$ cat src/rtl/regfile_write_ctrl.sv
// Write-port controller for the 8x8 register file: clears every register after reset,
// then arbitrates ALU (A) and load (M) writebacks round-robin onto registered rf_* outputs.
module regfile_write_ctrl #(
  parameter int unsigned NUM_REGS = 8,
  parameter int unsigned ADDR_W   = 4,
  parameter int unsigned DATA_W   = 8,
  parameter int unsigned CNT_W    = 16
) (
  input  logic              clk,
  input  logic              rst,
  input  logic              a_valid,
  output logic              a_ready,
  input  logic [ADDR_W-1:0] a_addr,
  input  logic [DATA_W-1:0] a_data,
  input  logic              m_valid,
  output logic              m_ready,
  input  logic [ADDR_W-1:0] m_addr,
  input  logic [DATA_W-1:0] m_data,
  output logic              rf_en,
  output logic [ADDR_W-1:0] rf_addr,
  output logic [DATA_W-1:0] rf_data,
  output logic              init_busy,
  output logic              bad_addr,
  output logic [CNT_W-1:0]  wr_count
);

  localparam logic [ADDR_W-1:0] LastIdx   = ADDR_W'(NUM_REGS - 1);
  localparam logic [ADDR_W:0]   NumRegsW  = (ADDR_W + 1)'(NUM_REGS);
  localparam logic [ADDR_W-1:0] AddrOne   = ADDR_W'(1);
  localparam logic [CNT_W-1:0]  CntOne    = CNT_W'(1);

  typedef enum logic {StInit, StRun} state_e;

  state_e              state_q, state_d;
  logic [ADDR_W-1:0]   cnt_q, cnt_d;
  logic                last_m_q, last_m_d;  // 1: M held the most recent grant
  logic                rf_en_q, rf_en_d;
  logic [ADDR_W-1:0]   rf_addr_q, rf_addr_d;
  logic [DATA_W-1:0]   rf_data_q, rf_data_d;
  logic                init_busy_q, init_busy_d;
  logic                bad_addr_q, bad_addr_d;
  logic [CNT_W-1:0]    wr_count_q, wr_count_d;

  logic                grant_a, grant_m, xfer, addr_ok;
  logic [ADDR_W-1:0]   sel_addr;
  logic [DATA_W-1:0]   sel_data;

  // State register
  always_ff @(posedge clk) begin
    if (rst) begin
      state_q <= StInit;
    end else begin
      state_q <= state_d;
    end
  end

  // Next-state logic
  always_comb begin
    state_d = state_q;
    unique case (state_q)
      StInit:  if (cnt_q == LastIdx) state_d = StRun;
      StRun:   state_d = StRun;
      default: state_d = StInit;
    endcase
  end

  // Handshake outputs and next values of the registered datapath
  always_comb begin
    grant_a  = a_valid & (~m_valid | last_m_q);
    grant_m  = m_valid & (~a_valid | ~last_m_q);
    a_ready  = (state_q == StRun) & ~rst & grant_a;
    m_ready  = (state_q == StRun) & ~rst & grant_m;
    xfer     = a_ready | m_ready;
    sel_addr = a_ready ? a_addr : m_addr;
    sel_data = a_ready ? a_data : m_data;
    addr_ok  = {1'b0, sel_addr} < NumRegsW;

    cnt_d       = cnt_q;
    last_m_d    = last_m_q;
    rf_en_d     = 1'b0;
    rf_addr_d   = rf_addr_q;
    rf_data_d   = rf_data_q;
    init_busy_d = init_busy_q;
    bad_addr_d  = 1'b0;
    wr_count_d  = wr_count_q;

    if (state_q == StInit) begin
      rf_en_d   = 1'b1;
      rf_addr_d = cnt_q;
      rf_data_d = '0;
      cnt_d     = cnt_q + AddrOne;
      if (cnt_q == LastIdx) begin
        cnt_d       = '0;
        init_busy_d = 1'b0;
      end
    end else if (xfer) begin
      last_m_d = m_ready;
      if (addr_ok) begin
        rf_en_d   = 1'b1;
        rf_addr_d = sel_addr;
        rf_data_d = sel_data;
        if (wr_count_q != '1) wr_count_d = wr_count_q + CntOne;
      end else begin
        bad_addr_d = 1'b1;
      end
    end
  end

  always_ff @(posedge clk) begin
    if (rst) begin
      cnt_q       <= '0;
      last_m_q    <= 1'b1;  // A wins the first tie
      rf_en_q     <= 1'b0;
      rf_addr_q   <= '0;
      rf_data_q   <= '0;
      init_busy_q <= 1'b1;
      bad_addr_q  <= 1'b0;
      wr_count_q  <= '0;
    end else begin
      cnt_q       <= cnt_d;
      last_m_q    <= last_m_d;
      rf_en_q     <= rf_en_d;
      rf_addr_q   <= rf_addr_d;
      rf_data_q   <= rf_data_d;
      init_busy_q <= init_busy_d;
      bad_addr_q  <= bad_addr_d;
      wr_count_q  <= wr_count_d;
    end
  end

  assign rf_en     = rf_en_q;
  assign rf_addr   = rf_addr_q;
  assign rf_data   = rf_data_q;
  assign init_busy = init_busy_q;
  assign bad_addr  = bad_addr_q;
  assign wr_count  = wr_count_q;

endmodule
$ cat config.mk
export PLATFORM = sky130hd
export DESIGN_NAME = regfile_write_ctrl
export DESIGN_NICKNAME = d
export VERILOG_FILES = /design/src/rtl/regfile_write_ctrl.sv
export SDC_FILE = /design/constraint.sdc
export NUM_CORES = 1
export LEC_CHECK = 0
export CAP_MARGIN = 40
export CORE_MARGIN = 8
export CORE_UTILIZATION = 30
export CTS_BUF_LIST = sky130_fd_sc_hd__clkbuf_16
export DETAILED_ROUTE_END_ITERATION = 8
export PLACE_DENSITY = 0.61
export SLEW_MARGIN = 20
export SYNTH_ARGS = -nofsm -noshare
export SYNTH_HDL_FRONTEND = slang
export SYNTH_SLANG_ARGS = --single-unit
$ cat constraint.sdc
create_clock -name clk -period 3 [get_ports clk]
set_clock_uncertainty 0.05 [all_clocks]
set_input_delay 0.6 -clock clk [delete_from_list [all_inputs] [get_ports clk]]
set_output_delay 0.6 -clock clk [all_outputs]
set_load 0.05 [all_outputs]
==> results.md <==
- Total I/O pin count: 61
- Delay-heaviest family, CP: buffers and inverters
- Area Overhead vs Synth: 46.3%
- H-Tree Depth: 2
- Global-route wire length before repair: between 8000 and 9000 um
- Critical Path Max Stage Delay: 0.45 ns
- Max_slew headroom: 0.614
- # diodes: 0
- Final global-route overflow total: 0
- Total power: between 1 and 1.5 mW
- Final hold vios: 0
- Full die area: between 8000 and 9000 um2
- Total Neg Setup Slack: 0 ns
- Worst Hold Class: reg2reg
- Share of the synthesized area in the top cell type: 0.399
- Status: finished, final reports clean
- Post-CTS Setup Inserts: 0
- Nets: roughly 310
- Port Buf Inserts: 60
- Power Dens Cells: ~440 nW/um2
- GR Util All Layers: 0.118
- Ys async rst share: 0
- Iter 0 DRT Violations: 81
- Clock period minus worst slack: 2.60 ns
- Worst setup EP type: output pin
- Clk Latency, worst-skew pair: between 0.2 and 0.3 ns
- Post-synth top area cell: dfxtp_1
- WP data arrival: 1.95 ns
- Leak pwr: approximately 1 nW
- Slowest-stage cell, CP: clkdlybuf4s50_1
- Clk slew on worst S/H paths: approximately 0.05 ns
- Largest net degree at the start of global routing: 32
- Worst path bufs/invs: 3
- Largest cells by area after synthesis: dfxtp_1 (40%), nand3_1 (4.9%), nor2_1 (4.9%), a311oi_1 (3.8%), nand2_1 (3.6%)
- DIE HEIGHT: 94.6 um
- Number of enable flip-flop cells after synthesis: 0
- Cells after Synth: 214
- RSZ-0062 raised after global routing: no
- FF+latch count, synth: 37
- Row cnt: 28
- Number of global-route vias before repair: ~1,700
- Syn_area_per_cell: between 8 and 9 um2
- Total CTS buffers: 5
- Synth top cells by count: dfxtp_1 (37), nor2_1 (24), nand2_1 (18), nand3_1 (18), a21oi_1 (12)
- Mapped Nets: 244
- Cell area after synthesis: 1860 um2
- Vias per inst: about 5.0
- Slew Limit Fails: 0
- Top FF cell, synth: dfxtp_1
- Clock root buffer: clkbuf_16
- Post-route ant nets: 0
- Max VDD drop: 0.000204 V
- CP Launch Type: input port
- Tcrit/Tclk final: 0.866
- Hold buffers post-CTS: 0
- Via count: ~1,800
- 1st-pass router iterations: 4
- Critical path class: in2out
- Register area share after synthesis: 0.399
- Max Fclk: ~0.38 GHz
- Die W: 94.6 um
- Number of instances resized during post-cts repair: 0
- Worst-Margin Slew: roughly 0.57 ns
- Maximum fanout along the worst path: 6
- Routability congestion estimate: approximately 0.76
- Layout cells sized above 1: 0.0939
- Critical Path RT: between 2 and 2.5 ns
- WL/cell: between 10 and 15 um
- Max-cap violations: 0
- Worst hold slack: approximately 0.41 ns
- Clock sink count: 37
- Critical-path cell list: clkdlybuf4s50_1 > nand2b_1 > buf_4 > nor2_1 > buf_12
- Top-count cell post-synth: dfxtp_1
- Core area: approximately 6000 um2
- Number of setup violations in the final report: 0
- Post-DP HPWL: ~4000 um
- CTS tree: built
- DRC: 0
- Max Buffers Root-to-Sink: 2
- Yosys warns: 0
- Total wire length after detailed routing: a little over 5000 um
- Synth unique cells: 45
- Initial antenna violation count: 0
- Initial core utilization: 0.312
==> worst register-to-register path, delay by kind of cell (launching register included) <==
| kind | cells | cell delay, ns |
|---|---|---|
| mux | 1 | 0.32 |
| simple gates | 3 | 1.02 |
| flops | 1 | 0.61 |
| compound gates | 1 | 0.17 |
==> sequential cells by signal (all words and copies together), names as in the netlist, 4 cells and up <==
| name | count |
|---|---|
| cnt_q | 4 |
| rf_data | 8 |
| wr_count | 16 |
| rf_addr | 4 |
==> worst paths after layout <==
check / start / end / slack (ns) / depth (start not counted)
max: rst / m_ready / 0.40 / 5
min: init_busy / init_busy / 0.41 / 1
max reg2reg: state_q / wr_count[9] / 0.73 / 5
min reg2reg: init_busy / init_busy / 0.41 / 1
==> layout by cell type (no fill, tap or decap), drive strengths merged, types with 3 or more instances in the layout <==
cell | netlist | final
clkdlybuf4s50 | 0 | 58
dfxtp | 37 | 37
nor2 | 24 | 24
nand2 | 19 | 19
nand3 | 18 | 18
a21oi | 12 | 12
buf | 6 | 10
nand2b | 8 | 8
a311oi | 8 | 8
nor2b | 6 | 6
mux2i | 6 | 6
nor3 | 6 | 6
clkbuf | 7 | 5
o21ai | 5 | 5
nand4 | 4 | 4
and4 | 4 | 4
o31ai | 4 | 4
or3 | 4 | 4
a211oi | 3 | 3
a21o | 3 | 3
a31oi | 3 | 3
or4 | 3 | 3
mux2 | 3 | 3
==> cell type report <==
type                            count  area [um2]
Clock buffer                        5         125
Tap cell                           75        93.8
Timing Repair Buffer               68         681
Clock inverter                      3        37.5
Multi-Input combinational cell    163        1030
Inverter                            1        3.75
Sequential cell                    37         741
Fill cell                         610        3240
==> report_power, final <==
part / internal [mW] / leakage, nW / switching [mW] / total, mW
Combinational: 0.0554 / 0.601 / 0.0462 / 0.102
Clock: 0.386 / 0.0826 / 0.189 / 0.574
Sequential: 0.500 / 0.299 / 0.00700 / 0.507
Total: 0.941 / 0.983 / 0.242 / 1.18
==> metal layers <==
| metal | vias up | wire length [um] | track usage |
|---|---|---|---|
| met5 | - | 0 | 0 |
| met4 | 0 | 167 | 0.0689 |
| met3 | 11 | 163 | 0.0286 |
| met2 | 23 | 2670 | 0.199 |
| met1 | 823 | 2180 | 0.134 |
| li1 | 903 | - | - |
==> logic make-up after synthesis <==
kind of cell	count (synthesis)	synth area share
AO/OA/AOI/OAI	45	0.180
XOR/XNOR	3	0.0142
adder cells (fa/ha/maj)	2	0.0135
buffers and inverters	14	0.0438
flip-flops	37	0.399
multiplexers	9	0.0526
AND/OR/NAND/NOR	104	0.297
==> stage by stage <==
stage          cells   util  area, um2  setup WS [ns]
2_1_floorplan    214      -       1860          0.524
3_3_place_gp     344  0.429       2550          0.262
3_5_place_dp     344  0.429       2550          0.232
4_1_cts          352  0.456       2720          0.388
5_1_grt          352  0.456       2720          0.328
6_report         352  0.456       2720          0.402
Power figures use the tool's default switching activity.
